<file path="config.mk">
export PLATFORM = sky130hd
export DESIGN_NAME = hazard_ctrl
export DESIGN_NICKNAME = d
export VERILOG_FILES = /design/src/rtl/hazard_ctrl.sv
export SDC_FILE = /design/constraint.sdc
export NUM_CORES = 1
export LEC_CHECK = 0
export CORE_AREA = 4 4 53 55
export CTS_CLUSTER_DIAMETER = 120
export CTS_CLUSTER_SIZE = 16
export DETAILED_ROUTE_END_ITERATION = 7
export DIE_AREA = 0 0 57 59
export PLACE_DENSITY = 0.74
export SLEW_MARGIN = 10
export SYNTH_ARGS = -nofsm -noshare
export SYNTH_HDL_FRONTEND = slang
export SYNTH_SLANG_ARGS = --single-unit
</file>
<file path="constraint.sdc">
create_clock -name clk -period 4.6 [get_ports clk]
set_input_delay 1.15 -clock clk [delete_from_list [all_inputs] [get_ports clk]]
set_output_delay 1.15 -clock clk [all_outputs]
set_load 0.02 [all_outputs]
</file>
<file path="src/rtl/hazard_ctrl.sv">
`default_nettype none
// ============================================================================
// Module   : hazard_ctrl
// Purpose  : Pipeline hazard controller. It keeps a per-register scoreboard of
//            in-flight writes (wcnt) and loads (lcnt), and uses it to detect
//            data hazards and branch-target hazards. A small FSM sequences
//            branch flushes and the second byte of two-byte instructions.
//
// Build option:
//            HAZARD_CTRL_FWD_EN - when defined, forwarding exists, so only
//            load-use hazards stall (lcnt). When undefined, every RAW hazard
//            stalls until writeback (wcnt), and the lcnt logic is not built.
//
// Ports    : clk, rst            - clock, synchronous active-high reset
//            id_valid            - ID stage holds a real instruction
//            id_opcode           - ID opcode (4 bits)
//            id_ra, id_rb        - ID source registers
//            id_uses_ra/rb       - the source is actually read
//            id_rd               - ID destination register
//            id_reg_write        - ID instruction writes a register
//            id_mem_read         - ID instruction is a load
//            branch_take         - branch resolved taken this cycle
//            pc_en, if_id_en     - PC / IF-ID register enables
//            flush               - squash IF/ID
//            bubble              - insert a NOP into ID/EX
//            busy                - some write is still in flight
// Revision : 1.0 - initial release
// ============================================================================
module hazard_ctrl #(
    parameter int          REG_W     = 2,
    parameter int          WB_LAT    = 3,
    parameter int          LOAD_LAT  = 1,
    parameter int          FLUSH_CYC = 1,
    parameter logic [15:0] BR_MASK   = 16'h0E00,
    parameter logic [3:0]  OP_2B     = 4'd12
) (
    input  logic             clk,
    input  logic             rst,
    input  logic             id_valid,
    input  logic [3:0]       id_opcode,
    input  logic [REG_W-1:0] id_ra,
    input  logic [REG_W-1:0] id_rb,
    input  logic             id_uses_ra,
    input  logic             id_uses_rb,
    input  logic [REG_W-1:0] id_rd,
    input  logic             id_reg_write,
    input  logic             id_mem_read,
    input  logic             branch_take,
    output logic             pc_en,
    output logic             if_id_en,
    output logic             flush,
    output logic             bubble,
    output logic             busy
);

    localparam int         c_NREG        = 1 << REG_W;
    localparam logic [2:0] c_WB_LAT      = 3'(WB_LAT);
    localparam logic [2:0] c_LOAD_LAT    = 3'(LOAD_LAT);
    localparam logic [1:0] c_FLUSH_RLD   = 2'(FLUSH_CYC - 1);
    localparam bit         c_MULTI_FLUSH = (FLUSH_CYC > 1);

    localparam logic [1:0] c_ST_RUN   = 2'd0;
    localparam logic [1:0] c_ST_FLUSH = 2'd1;
    localparam logic [1:0] c_ST_OPND  = 2'd2;

    logic [1:0]        r_state;
    logic [1:0]        w_state_nxt;
    logic [1:0]        r_fcnt;
    logic [1:0]        w_fcnt_nxt;
    logic [2:0]        r_wcnt [c_NREG];
    logic [c_NREG-1:0] w_wnz;
    logic [c_NREG-1:0] w_wload;
    logic              w_pend_a;
    logic              w_pend_b;
    logic              w_br_haz;
    logic              w_stall;
    logic              w_issue;

    // Per-register decode: reload strobe and "write still in flight" flag.
    for (genvar g = 0; g < c_NREG; g++) begin : g_reg
        assign w_wload[g] = w_issue && id_reg_write && (id_rd == REG_W'(g));
        assign w_wnz[g]   = (r_wcnt[g] != 3'd0);
    end

    // Write scoreboard: a reload wins over the same-cycle decrement.
    always_ff @(posedge clk) begin
        for (int r = 0; r < c_NREG; r++) begin
            if (rst) begin
                r_wcnt[r] <= 3'd0;
            end else if (w_wload[r]) begin
                r_wcnt[r] <= c_WB_LAT;
            end else if (r_wcnt[r] != 3'd0) begin
                r_wcnt[r] <= r_wcnt[r] - 3'd1;
            end
        end
    end

`ifdef HAZARD_CTRL_FWD_EN
    logic [2:0] r_lcnt [c_NREG];

    always_ff @(posedge clk) begin
        for (int r = 0; r < c_NREG; r++) begin
            if (rst) begin
                r_lcnt[r] <= 3'd0;
            end else if (w_wload[r] && id_mem_read) begin
                r_lcnt[r] <= c_LOAD_LAT;
            end else if (r_lcnt[r] != 3'd0) begin
                r_lcnt[r] <= r_lcnt[r] - 3'd1;
            end
        end
    end

    // Forwarding covers ALU results; only a load still in flight blocks.
    assign w_pend_a = id_uses_ra && (r_lcnt[id_ra] != 3'd0);
    assign w_pend_b = id_uses_rb && (r_lcnt[id_rb] != 3'd0);
`else
    // Without forwarding, any outstanding write blocks its readers.
    assign w_pend_a = id_uses_ra && w_wnz[id_ra];
    assign w_pend_b = id_uses_rb && w_wnz[id_rb];

    logic w_unused_fwd;
    assign w_unused_fwd = ^{id_mem_read, c_LOAD_LAT};
`endif

    // Branch targets come straight from the register file, never forwarded.
    assign w_br_haz = BR_MASK[id_opcode] && w_wnz[id_rb];
    assign w_stall  = id_valid && (w_pend_a || w_pend_b || w_br_haz) && !branch_take;
    assign w_issue  = id_valid && !w_stall && !flush && (r_state != c_ST_OPND);
    assign busy     = !rst && (|w_wnz);

    always_ff @(posedge clk) begin
        if (rst) begin
            r_state <= c_ST_RUN;
            r_fcnt  <= 2'd0;
        end else begin
            r_state <= w_state_nxt;
            r_fcnt  <= w_fcnt_nxt;
        end
    end

    always_comb begin
        w_state_nxt = r_state;
        w_fcnt_nxt  = r_fcnt;
        case (r_state)
            c_ST_RUN, c_ST_OPND: begin
                // A taken branch outranks leaving OPND or entering it.
                if (branch_take) begin
                    if (c_MULTI_FLUSH) begin
                        w_state_nxt = c_ST_FLUSH;
                        w_fcnt_nxt  = c_FLUSH_RLD;
                    end else begin
                        w_state_nxt = c_ST_RUN;
                    end
                end else if (r_state == c_ST_OPND) begin
                    w_state_nxt = c_ST_RUN;
                end else if (w_issue && (id_opcode == OP_2B)) begin
                    w_state_nxt = c_ST_OPND;
                end
            end
            c_ST_FLUSH: begin
                if (branch_take) begin
                    w_fcnt_nxt = c_FLUSH_RLD;
                end else if (r_fcnt <= 2'd1) begin
                    w_state_nxt = c_ST_RUN;
                    w_fcnt_nxt  = 2'd0;
                end else begin
                    w_fcnt_nxt = r_fcnt - 2'd1;
                end
            end
            default: begin
                w_state_nxt = c_ST_RUN;
                w_fcnt_nxt  = 2'd0;
            end
        endcase
    end

    always_comb begin
        pc_en    = 1'b1;
        if_id_en = 1'b1;
        flush    = 1'b0;
        bubble   = 1'b0;
        if (rst) begin
            pc_en    = 1'b0;
            if_id_en = 1'b0;
            flush    = 1'b1;
        end else if (branch_take || (r_state == c_ST_FLUSH)) begin
            flush = 1'b1;
        end else if (w_stall) begin
            pc_en    = 1'b0;
            if_id_en = 1'b0;
            bubble   = 1'b1;
        end else if (r_state == c_ST_OPND) begin
            // Second byte passes through ID as operand, not as an instruction.
            bubble = 1'b1;
        end
    end

endmodule
`default_nettype wire

</file>
Word level (Yosys, flattened, before mapping)

Memories as Yosys holds them, arrays and structs flattened.
Index checks and enable logic that the tools add are counted.
W data, S select, Z words.

Flip-flop bits (word level): 4
Latch bits: 0
RAM bits: 12
Memory bits (read-only): 16
Input port bits: 18
Output and inout bits: 5
Memories kept: 2

$add $sub $neg: 5
$mul: 0
Div/mod/pow operators: 0
Magnitude comparators: 4
Eq/ne operators: 10
Shift-type cells: 0
Muxes and demuxes: 61
Bitwise logic cells: 8
Reductions and logical operators: 31

Memories:

| memory          | depth | width | rd ports | clocked after memory_dff | wr ports | RTL line | text |
|---|---|---|---|---|---|---|---|
| (no name shown) | 16    | 1     | 1        | 0                        | 0        | 126      | `assign w_br_haz = BR_MASK[id_opcode] && w_wnz[id_rb];` |
| r_wcnt          | 4     | 3     | 4        | 0                        | 4        | 70       | `logic [2:0] r_wcnt [c_NREG];` |

Operators by type and width:

| operator              | number |
|---|---|
| $mux W1               | 42 |
| $mux W3               | 8 |
| $logic_and A1 B1 Y1   | 15 |
| $mux W2               | 7 |
| $reduce_bool A3 Y1    | 4 |
| $sub A3 B1 Y3 const B | 4 |
| $or A1 B1 Y1          | 8 |
| $pmux W2 S2           | 2 |
| $eq A2 B2 Y1 const B  | 3 |
| $lt A2 B3 Y1 const B  | 2 |
| $ne A2 B2 Y1 const B  | 3 |
| $lt A4 B5 Y1 const B  | 1 |
| $bmux W1 S2           | 2 |
| $eq A2 B1 Y1 const B  | 2 |
| $eq A4 B4 Y1 const B  | 1 |
| $logic_not A1 Y1      | 4 |
| $logic_not A2 Y1      | 2 |
| $ne A4 B4 Y1 const B  | 1 |
| $reduce_or A4 Y1      | 1 |
| $logic_or A1 B1 Y1    | 3 |
| $reduce_and A3 Y1     | 1 |
| $le A2 B1 Y1 const B  | 1 |
| $reduce_or A2 Y1      | 1 |
| $sub A2 B1 Y2 const B | 1 |

Logic depth before layout (Yosys ltp)

Gate-level depths: netlist (run 1).

Word-level depth: 19
Mapped depth: 7

Worst setup path after synthesis (run 1)

Ideal clock, no wire load.

Path kind: input-to-output
Start: in id_rb[1]
End: out pc_en
Data arrival time: 2434 ps
Required time: 3450 ps
Path slack: 1016 ps
Cell stages on the path: 4
Cell sequence: mux4_2 > o22ai_1 > a31oi_1 > buf_4

Cells in the longest elaborated chain, start to end: 10
Elaborated cells on any way between the ends: 11

Ends and longest elaborated chain:

| item                               | RTL line | text |
|---|---|---|
| start, declared                    | 42       | `input logic [REG_W-1:0] id_rb,` |
| $bmux W1 S2 *                      | 119, 126 |  |
| $mux W1 (implied by the code) *    | 119, 126 |  |
| $logic_and A1 B1 Y1                | 119      | `assign w_pend_b = id_uses_rb && w_wnz[id_rb];` |
| $logic_or A1 B1 Y1                 | 127      | `assign w_stall = id_valid && (w_pend_a \|\| w_pend_b \|\| w_br_haz) && !branch_take;` |
| $logic_or A1 B1 Y1 *               | 127      |  |
| $logic_and A1 B1 Y1 * (2 in a row) | 127      |  |
| $mux W1 * (3 in a row)             | --       |  |
| end, declared                      | 49       | `output logic pc_en,` |

Every way passes the cells marked *; elsewhere a longest branch is shown, timed or not. The select of a mux whose other input is x is not followed.

Worst setup path in the final report (run 1)

Start: in id_rb[1]
End: out bubble

Cells in the longest elaborated chain, start to end: 10
Elaborated cells on any way between the ends: 11

Ends and longest elaborated chain:

| item                               | RTL line | text |
|---|---|---|
| $bmux W1 S2 *                      | 119, 126 |  |
| $mux W1 (implied by the code) *    | 119, 126 |  |
| $logic_and A1 B1 Y1                | 119      |  |
| $logic_or A1 B1 Y1                 | 127      |  |
| $logic_or A1 B1 Y1 *               | 127      |  |
| $logic_and A1 B1 Y1 * (2 in a row) | 127      |  |
| $mux W1 *                          | 188      | `end else if (w_stall) begin` |
| $mux W1 *                          | 186      | `end else if (branch_take \|\| (r_state == c_ST_FLUSH)) begin` |
| $mux W1 *                          | 182      | `if (rst) begin` |
| end, declared                      | 52       | `output logic bubble,` |

Marked as above.

==> summary.md, run 1 <==
| Metric | Value |
|---|---|
| Post CTS Setup Buffer Count | `0` |
| Final Hold Fails | `0` |
| Clk Tree Root Cell | `clkbuf_4` |
| Wire per inst | `13.9 um` |
| Final GP Congestion | `0.736` |
| Crit-path max cell delay | `0.61 ns` |
| Post-CTS sizing | `0` |
| Number of global-route vias before repair | `795` |
| Max Clock Skew | `0.000612 ns` |
| Register-to-register setup slack | `2.06 ns` |
| CP most frequent cell | `clkdlybuf4s50_1` |
| Syn Nets | `116` |
| Worst-Skew Late Latency | `0.28 ns` |
| Layout cell share with drive strength beyond 1 | `11.3%` |
| Vias | `801` |
| Multi-input gate area | `534 um^2` |
| Die width | `57 um` |
| Die Span Y | `59 um` |
| CP max-delay cell | `clkdlybuf4s50_1` |
| GRT Residual Overflow | `0` |
| Min-Delay Path Class | `reg2reg` |
| Post-synthesis sequential area ratio | `38.5%` |
| Hold EP | `r_state[1]` |
| P&R area growth vs syn | `28.5%` |
| Hold Path Depth | `3` |
| CP arrival | `3.25 ns` |
| Final #Nets | `142` |
| Initial antenna violation count | `0` |
| FF-to-FF End | `r_wcnt[0][2]` |
| Htree depth | `1` |
| Design Area, Final | `1270 um^2` |
| Num CTS Buffers | `3` |
| PD cells | `492 nW/um^2` |
| Post-place setup slack | `0.197 ns` |
| Post-synthesis register bit count | `13` |
| Filler cells | `230` |
| CP Buf/Inv Count | `2` |
| Delay-heaviest family, CP | `buffers and inverters` |
| Mapped Area | `987 um^2` |
| TritonCTS sink count | `13` |
| Flip-flop and latch area | `380 um^2` |
| GRT Overall Usage | `13.3%` |
| Worst-path fanout max | `3` |
| Diodes inserted | `0` |
| Post-layout min period | `4.40 ns` |
| Worst R2R Path Depth | `7` |
| Critical R2R Launch | `r_wcnt[0][0]` |
| CP required | `3.45 ns` |
| Setup WS post-layout | `0.200 ns` |
| Endpoint type of the worst setup path | `output port` |
| Setup_tns | `0 ns` |
| Unique cell type count in the Yosys netlist | `30` |
| WS Path Type | `in2out` |
| Endpoints failing setup | `0` |
| First-pass DRT Iterations | `4` |
| Synth Warn # | `0` |
| Unrepaired setup endpoints after global routing | `false` |
| Maximum vdd drop | `0.303 mV` |
| Avg Vias per Cell | `5.52` |
| Core Region | `2390 um^2` |
| Maximum clock frequency | `0.227 GHz` |
| Met3 Resource Use GR | `1.09%` |
| Routed WL | `2010 um` |
| # hold bufs at CTS | `0` |
| Tightest Pin Transition | `0.574 ns` |
| Post-DP Area | `1240 um^2` |
| Gr busiest metal | `met2` |
| First-pass GRT wire length | `3430 um` |
| Mean post-synth cell area | `11.0 um^2` |
| Final cycle utilization of the critical path | `95.7%` |
| Max clock buf depth | `2` |
| Pleak | `0.501 nW` |
| Reg clk slew, reported paths | `0.08 ns` |
| Slew margin rel. | `61.2%` |
| ANT nets after route | `0` |
| # DRC | `0` |
| Die Area | `3360 um^2` |
| GRT met2 Usage | `21.5%` |
| I/O Buffers | `21` |
| Met1 Use GR | `16.2%` |
| Setup crit start kind | `input port` |
| Initial core utilization | `41.4%` |
| CTS tree | `yes` |
| Initial DRC Count | `8` |
| Post-Synthesis Cells | `90` |
| Hold Crit Start | `r_state[1]` |
| Max Slew Vio Count | `0` |
| Largest net degree at the start of global routing | `13` |
| Status | `complete, no violations` |
| Max Cap Viol | `0` |
| IO Pins | `23` |
| HPWL Detailed | `1620 um` |
| Crit-path cells | `clkdlybuf4s50_1, mux4_2, o22ai_1, a22o_1, clkdlybuf4s50_1` |
| Rows | `18` |
cell type report:
| class | instances | area share, % |
|---|---|---|
| inverters | 15 | 4.54 |
| well taps | 30 | 2.96 |
| multi-input cells | 59 | 42.1 |
| repair buffers | 24 | 18.3 |
| flip-flops and latches | 13 | 30.0 |
| clock buffers | 4 | 2.07 |
per-layer routing:
metal  wire [um]  up-vias
met5           0        -
met4          77        0
met3          61        6
met2         958       21
met1         916      377
li1            -      397
per-stage QoR:
step | cells | power (W) | hold slack, ns | util [%]
after floorplan | 90 | 0.000453 | 0.524 | -
after global placement | 141 | 0.000531 | 0.573 | 52.0
after detailed placement | 141 | 0.000556 | 0.583 | 52.0
after CTS | 145 | 0.000630 | 0.599 | 53.1
after global routing | 145 | 0.000678 | 0.618 | 53.1
final | 145 | 0.000624 | 0.594 | 53.1
power by group:
group,total (W),switching (W),internal [W]
combinational,0.000332,0.000175,0.000156
clock,0.0000733,0.0000396,0.0000337
sequential,0.000219,0.0000224,0.000197
worst max-delay path by stage:
| stage | start | to | slack (ns) | cells after the start |
|---|---|---|---|---|
| finish | id_rb[1] | bubble | 0.20 | 5 |
| global route | id_rb[1] | bubble | 0.1 | 5 |
| CTS | id_rb[1] | bubble | 0.18 | 5 |
| detailed placement | id_rb[1] | bubble | 0.20 | 5 |
| global placement | id_rb[1] | bubble | 0.21 | 5 |
| floorplan | id_rb[1] | pc_en | 1.02 | 4 |
state kept, by name (all words and copies together) (netlist names):
register  flops
r_state       1
r_wcnt       12
worst reg2reg max path: cells and delay by family (launching register included):
kind                       cells  cell delay [ns]
adders and majority gates      1             0.16
muxes                          1             0.35
and+or+nand+nor                1             0.39
DFF                            1             0.38
AOI/OAI and AO/OA              2             0.66
buffers and inverters          2             0.24
cells in the final DEF (no fill, tap or decap), drive strengths merged:
cell	count
o221ai	3
nor2b	4
a41oi	1
o311ai	2
nor2	7
nand3	2
dfxtp	1
clkbuf	4
and2	2
inv	14
a22o	1
or3	4
buf	3
nor4b	1
clkdlybuf4s50	21
and3	2
nand4	1
o31a	1
o22ai	1
clkinv	1
ha	8
edfxtp	12
o311a	2
mux2	4
o31ai	8
and4	2
mux4	2
a31oi	1
cells in the mapped netlist, drive strengths merged:
master | number | share of area, %
nor4b | 1 | 0.89
ha | 8 | 10
clkbuf | 1 | 0.38
nor2b | 4 | 3.3
o221ai | 3 | 5.7
and4 | 2 | 1.8
nand4 | 1 | 0.63
o311a | 2 | 2.0
nand3 | 2 | 1.0
a31oi | 1 | 0.63
mux2 | 4 | 4.6
and2 | 2 | 1.3
nor2 | 7 | 2.7
dfxtp | 1 | 2.0
o31ai | 8 | 6.1
o22ai | 1 | 0.63
mux4 | 2 | 4.6
clkinv | 1 | 0.51
o311ai | 2 | 1.8
a41oi | 1 | 0.89
a22o | 1 | 0.89
buf | 2 | 1.1
and3 | 2 | 1.3
or3 | 4 | 2.5
inv | 14 | 5.3
o31a | 1 | 0.89
edfxtp | 12 | 37
kinds of logic after synthesis:
logic type	count (synthesis)	share of synthesized area (%)
compound gates	20	19.5
fa+ha+maj	8	10.1
buf+inv	18	7.35
flops	13	38.5
mux	6	9.12
simple gates	25	15.3
Power figures use the tool's default switching activity.
==> run 2: changes to the inputs <==
- CORE_AREA: 4 4 53 55 -> 4 4 55 57
- DIE_AREA: 0 0 57 59 -> 0 0 59 61
- PLACE_DENSITY: 0.74 -> 0.7
==> run 2 against run 1 <==
  * Final cell count is the same
  * Clock skew up 0.00056 ns
  * Power decreased by 0.34%
  * Routed wire length is 0.65% higher
  * Non-clock buffer count unchanged
  * Critical path depth is the same
  * Clock-buffer cell count did not move
  * First-iteration DRC count grew 13%
==> summary.md, run 2 (same netlist as run 1, synthesis figures left out) <==
| Metric | Value |
|---|---|
| Status | `complete, no violations` |
| Worst-path fanout max | `3 (unchanged)` |
| Vias | `814 (+1.6%)` |
| # hold bufs at CTS | `0 (unchanged)` |
| Number of global-route vias before repair | `794 (-0.13%)` |
| GRT Overall Usage | `12.9% (-0.43 points)` |
| First-pass DRT Iterations | `4 (unchanged)` |
| Register-to-register setup slack | `2.10 ns (+0.04 ns)` |
| Post-DP Area | `1240 um^2 (unchanged)` |
| Worst-Skew Late Latency | `0.28 ns (about the same)` |
| Multi-input gate area | `534 um^2 (unchanged)` |
| Setup crit start kind | `input port` |
| Max Clock Skew | `0.00118 ns (+0.000564 ns)` |
| First-pass GRT wire length | `3460 um (+0.79%)` |
| Die Span Y | `61 um (+3.4%)` |
| Layout cell share with drive strength beyond 1 | `11.3% (unchanged)` |
| PD cells | `490 nW/um^2 (-0.34%)` |
| Maximum clock frequency | `0.228 GHz (+0.31%)` |
| Commonest non-fill, non-tap cells in the layout | `clkdlybuf4s50_1, inv_1, edfxtp_1` |
| Maximum vdd drop | `0.278 mV (-8.1%)` |
| GRT Residual Overflow | `0 (unchanged)` |
| Clk Tree Root Cell | `clkbuf_4` |
| Slew margin rel. | `61.2% (about the same)` |
| Post-CTS sizing | `0 (unchanged)` |
| Final #Nets | `142 (unchanged)` |
| Max clock buf depth | `2 (unchanged)` |
| Max FFs per register | `12 (unchanged)` |
| Final Hold Fails | `0 (unchanged)` |
| CTS tree | `yes` |
| Initial antenna violation count | `0 (unchanged)` |
| ANT nets after route | `0 (unchanged)` |
| Largest regs | `r_wcnt x12, r_state x1` |
| Die Area | `3600 um^2 (+7.0%)` |
| Diodes inserted | `0 (unchanged)` |
| Endpoint type of the worst setup path | `output port` |
| Flip-flop and latch area | `380 um^2 (unchanged)` |
| FF-to-FF End | `r_wcnt[0][2]` |
| Most flop-heavy register | `r_wcnt` |
| Hold EP | `r_state[1]` |
| WS Path Type | `in2out` |
| I/O Buffers | `21 (unchanged)` |
| Final cycle utilization of the critical path | `95.4% (-0.30 points)` |
| Initial core utilization | `39.8% (-1.5 points)` |
| CP arrival | `3.24 ns (about the same)` |
| Num CTS Buffers | `3 (unchanged)` |
| Design Area, Final | `1270 um^2 (unchanged)` |
| Critical R2R Launch | `r_wcnt[2][0]` |
| Endpoints failing setup | `0 (unchanged)` |
| Wire per inst | `14.0 um (+0.65%)` |
| Max Slew Vio Count | `0 (unchanged)` |
| Most common cell after layout, fill and taps aside | `clkdlybuf4s50_1` |
| Avg Vias per Cell | `5.61 (+1.6%)` |
| Hold Path Depth | `3 (unchanged)` |
| Max Cap Viol | `0 (unchanged)` |
| Worst R2R Path Depth | `7 (unchanged)` |
| Pleak | `0.501 nW (unchanged)` |
| Post CTS Setup Buffer Count | `0 (unchanged)` |
| Largest net degree at the start of global routing | `13 (unchanged)` |
| CP required | `3.45 ns (about the same)` |
| Min-Delay Path Class | `reg2reg` |
| Rows | `18 (unchanged)` |
| Htree depth | `1 (unchanged)` |
| P&R area growth vs syn | `28.5% (unchanged)` |
| Tightest Pin Transition | `0.573 ns (-0.000552 ns)` |
| Die width | `59 um (+3.5%)` |
| # DRC | `0 (unchanged)` |
| Final GP Congestion | `0.757 (+2.9%)` |
| TritonCTS sink count | `13 (unchanged)` |
| Initial DRC Count | `9 (+1)` |
| Post-layout min period | `4.39 ns (-0.0136 ns)` |
| Routed WL | `2030 um (+0.65%)` |
| Core Region | `2480 um^2 (+3.8%)` |
| Hold Crit Start | `r_state[1]` |
| IO Pins | `23 (unchanged)` |
| Setup_tns | `0 ns (unchanged)` |
| Unrepaired setup endpoints after global routing | `false` |
| Filler cells | `239 (+3.9%)` |
| Reg clk slew, reported paths | `0.08 ns (about the same)` |
| HPWL Detailed | `1610 um (-0.66%)` |
-- run 2: cell counts in the layout (fill, tap and decap cells not counted) --
Identical to the previous run, type by type.
-- run 2: power breakdown --
part	switching, W	leakage, nW	internal, W
logic	0.000174	0.345	0.000157
clock network	0.0000385	0.0150	0.0000336
registers	0.0000221	0.141	0.000197
total	0.000235	0.501	0.000387
-- run 2: worst max-delay path, cell delays in order --
cell,delay (ns)
clkdlybuf4s50_1,0.49
mux4_2,0.53
o22ai_1,0.27
a22o_1,0.18
clkdlybuf4s50_1,0.61
-- run 2: final cells by class --
type	instances	area share [%]
well taps	30	2.96
clock buffers	4	2.07
multi-input cells	59	42.1
repair buffers	24	18.3
inverters	15	4.54
flip-flops and latches	13	30.0
-- run 2: metrics by stage --
step / total power [W] / utilization [%] / hold WS, ns / cells / setup WS [ns]
floorplan: 0.000453 / - / 0.524 / 90 / 1.02
global placement: 0.000532 / 50.2 / 0.582 / 141 / 0.206
detailed placement: 0.000552 / 50.2 / 0.586 / 141 / 0.215
CTS: 0.000624 / 51.2 / 0.595 / 145 / 0.194
global route: 0.000676 / 51.2 / 0.632 / 145 / 0.0985
finish: 0.000622 / 51.2 / 0.590 / 145 / 0.213
-- run 2: worst max path at each step --
| stage | slack, ns | from | end |
|---|---|---|---|
| after CTS | 0.19 | id_rb[1] | bubble |
| after global placement | 0.21 | id_rb[1] | bubble |
| final | 0.21 | id_ra[1] | bubble |
| after floorplan | 1.02 | id_rb[1] | pc_en |
| after detailed placement | 0.22 | id_rb[1] | bubble |
| after global routing | 0.1 | id_rb[1] | bubble |
-- run 2: layer usage --
| metal | GRT usage [%] | share of wire, % | vias up |
|---|---|---|---|
| li1 | - | - | 398 |
| met1 | 16.3 | 45 | 376 |
| met2 | 21.3 | 47 | 35 |
| met3 | 1.49 | 5.6 | 5 |
| met4 | 7.77 | 2.5 | 0 |
| met5 | 0 | 0 | - |
==> run 3: changes to the inputs <==
- GPL_ROUTABILITY_DRIVEN: default -> 0
- SETUP_SLACK_MARGIN: default -> 0.5
==> run 3 against run 2 <==
  * First-iteration DRC count increased by 44%
  * Sequential share of layout area shrank 0.26 points
  * Worst setup slack gained 0.37 ns
  * Power is 1.6% higher
  * Design area up 0.89%
  * Clock-buffer cell count stayed put
==> summary.md, run 3 (same netlist as run 1, synthesis figures left out) <==
| Metric | Value |
|---|---|
| Most common cell after layout, fill and taps aside | `clkdlybuf4s50_1` |
| Worst-Skew Late Latency | `0.27 ns (about the same)` |
| Endpoint type of the worst setup path | `output port` |
| Clock power frac | `11.2% (-0.4 points)` |
| CP max-delay cell | `mux4_2` |
| Min-Delay Path Class | `reg2reg` |
| Core Region | `2480 um^2 (unchanged)` |
| Commonest non-fill, non-tap cells in the layout | `clkdlybuf4s50_1, inv_1, edfxtp_1` |
| Max Clock Skew | `0.00101 ns (-0.000166 ns)` |
| FF-to-FF End | `r_wcnt[0][2]` |
| PD cells | `494 nW/um^2 (+0.68%)` |
| Max Slew Vio Count | `0 (unchanged)` |
| Rows | `18 (unchanged)` |
| Max clock buf depth | `2 (unchanged)` |
| Initial DRC Count | `13 (+4)` |
| Pleak | `0.509 nW (+1.4%)` |
| Max Cap Viol | `0 (unchanged)` |
| GRT Overall Usage | `12.9% (-0.045 points)` |
| Final #Nets | `142 (unchanged)` |
| TritonCTS sink count | `13 (unchanged)` |
| I/O Buffers | `21 (unchanged)` |
| Htree depth | `1 (unchanged)` |
| Flip-flop and latch area | `380 um^2 (unchanged)` |
| IO Pins | `23 (unchanged)` |
| Layout cell share with drive strength beyond 1 | `12.2% (+0.87 points)` |
| Sw frac | `38.0% (+0.20 points)` |
| Post CTS Setup Buffer Count | `0 (unchanged)` |
| Die width | `59 um (unchanged)` |
| Multi-input gate area | `548 um^2 (+2.6%)` |
| CP required | `3.45 ns (about the same)` |
| Wire per inst | `14.0 um (about the same)` |
| Maximum vdd drop | `0.278 mV (about the same)` |
| Crit-path cells | `clkdlybuf4s50_1, mux4_2, o22ai_4, a22o_1, clkdlybuf4s15_1` |
| Reg power frac | `34.6% (-0.6 points)` |
| CTS tree | `yes` |
| Post-DP Area | `1240 um^2 (unchanged)` |
| Combinational fraction of design power | `54.2% (+1.0 points)` |
| CP Buf/Inv Count | `2 (unchanged)` |
| Die Span Y | `61 um (unchanged)` |
| HPWL Detailed | `1610 um (unchanged)` |
| Filler cells | `239 (unchanged)` |
| Setup_tns | `0 ns (unchanged)` |
| Clk Tree Root Cell | `clkbuf_4` |
| Critical R2R Launch | `r_wcnt[2][0]` |
| Design Area, Final | `1280 um^2 (+0.89%)` |
| Avg Vias per Cell | `5.64 (+0.49%)` |
| Register-to-register setup slack | `2.05 ns (-0.05 ns)` |
| Critical Path End | `bubble` |
| Final cycle utilization of the critical path | `87.2% (-8.1 points)` |
| CP arrival | `2.86 ns (-0.38 ns)` |
| Slew margin rel. | `60.9% (-0.31 points)` |
| Reg clk slew, reported paths | `0.08 ns (about the same)` |
| First-pass GRT wire length | `3440 um (-0.38%)` |
| GRT Residual Overflow | `0 (unchanged)` |
| Worst hold margin | `0.591 ns (+0.000800 ns)` |
| Maximum clock frequency | `0.249 GHz (+9.3%)` |
| P&R area growth vs syn | `29.7%` |
| Endpoints failing setup | `0 (unchanged)` |
| Delay-heaviest family, CP | `buffers and inverters` |
| Status | `complete, no violations` |
| Vias | `818 (+0.49%)` |
| Worst-path fanout max | `3 (unchanged)` |
| Worst R2R Path Depth | `7 (unchanged)` |
| Num CTS Buffers | `3 (unchanged)` |
| Routed WL | `2030 um (about the same)` |
| Initial core utilization | `39.8% (unchanged)` |
| Internal Power | `0.000392 W (+1.2%)` |
| Critical path origin | `id_rb[1]` |
| Final core utilization | `51.7% (+0.45 points)` |
| Post-layout min period | `4.01 ns (-0.374 ns)` |
| Switch Pwr | `0.000240 W (+2.1%)` |
| Largest net degree at the start of global routing | `13 (unchanged)` |
| Largest regs | `r_wcnt x12, r_state x1` |
| First-pass DRT Iterations | `4 (unchanged)` |
| Initial antenna violation count | `0 (unchanged)` |
| Final Hold Fails | `0 (unchanged)` |
| Crit-path max cell delay | `0.55 ns (-0.06 ns)` |
| WS Path Type | `in2out` |
| Diodes inserted | `0 (unchanged)` |
| Unrepaired setup endpoints after global routing | `true` |
| Max FFs per register | `12 (unchanged)` |
| # DRC | `0 (unchanged)` |
| Tightest Pin Transition | `0.578 ns (+0.00457 ns)` |
| ANT nets after route | `0 (unchanged)` |
| Worst path depth | `5 (unchanged)` |
| Most flop-heavy register | `r_wcnt` |
| Die Area | `3600 um^2 (unchanged)` |
| Number of global-route vias before repair | `791 (-0.38%)` |
| Setup crit start kind | `input port` |
[run 3: cell count changes in the layout (fill, tap and decap cells not counted), sizes merged]
cell | previous run | this run
clkdlybuf4s50 | 21 | 18
dlygate4sd2 | 0 | 2
clkdlybuf4s15 | 0 | 1
[run 3: how the worst min path moves through the flow]
stage                             from      endpoint  slack, ns  depth (start not counted)
final                       r_state[1]    r_state[1]       0.59                          3
after global routing      r_wcnt[3][0]  r_wcnt[3][0]       0.63                          1
after CTS                 r_wcnt[1][0]  r_wcnt[1][0]       0.60                          1
after detailed placement    r_state[1]    r_state[1]       0.59                          3
after global placement      r_state[1]    r_state[1]       0.58                          3
after floorplan             r_state[1]    r_state[1]       0.52                          3
[run 3: power groups by stage]
stage,combinational [W],sequential (W),clock [W]
final,0.000342,0.000219,0.0000709
after global routing,0.000383,0.000225,0.0000800
after CTS,0.000337,0.000219,0.0000709
after detailed placement,0.000329,0.000222,0
after global placement,0.000313,0.000219,0
after floorplan,0.000237,0.000215,0
[run 3: what timing repair did]
action	CTS	global route
hold buffers	0	0
resized for setup	4	2
setup endpoints to repair	3	3
cloned	0	0
[run 3: worst register-to-register path, stage by stage, from the launching register on]
cell and delay (ns):
edfxtp_1 0.40, inv_1 0.10, ha_1 0.16, nor2b_1 0.36, mux4_2 0.38, buf_4 0.16, o221ai_4 0.16, o311ai_1 0.48
[run 3: stage by stage]
step | total power [W] | instances | setup WS (ns)
finish | 0.000632 | 145 | 0.588
global route | 0.000688 | 145 | 0.490
CTS | 0.000627 | 145 | 0.538
detailed placement | 0.000552 | 141 | 0.215
global placement | 0.000532 | 141 | 0.206
floorplan | 0.000453 | 90 | 1.02
[run 3: cell type report]
| cell class | count | share of cell area (%) |
|---|---|---|
| Clock buffer | 4 | 2.05 |
| Tap cell | 30 | 2.93 |
| Inverter | 15 | 4.50 |
| Multi-Input combinational cell | 59 | 42.8 |
| Sequential cell | 13 | 29.7 |
| Timing Repair Buffer | 24 | 18.0 |
[run 3: routing by layer]
metal | up-vias | wire length, um | GRT usage, % | part of all wire (%)
met4 | 0 | 37 | 7.77 | 1.8
met5 | - | 0 | 0 | 0
met3 | 4 | 122 | 1.49 | 6.0
li1 | 401 | - | - | -
met2 | 38 | 974 | 21.1 | 48
met1 | 375 | 890 | 16.3 | 44
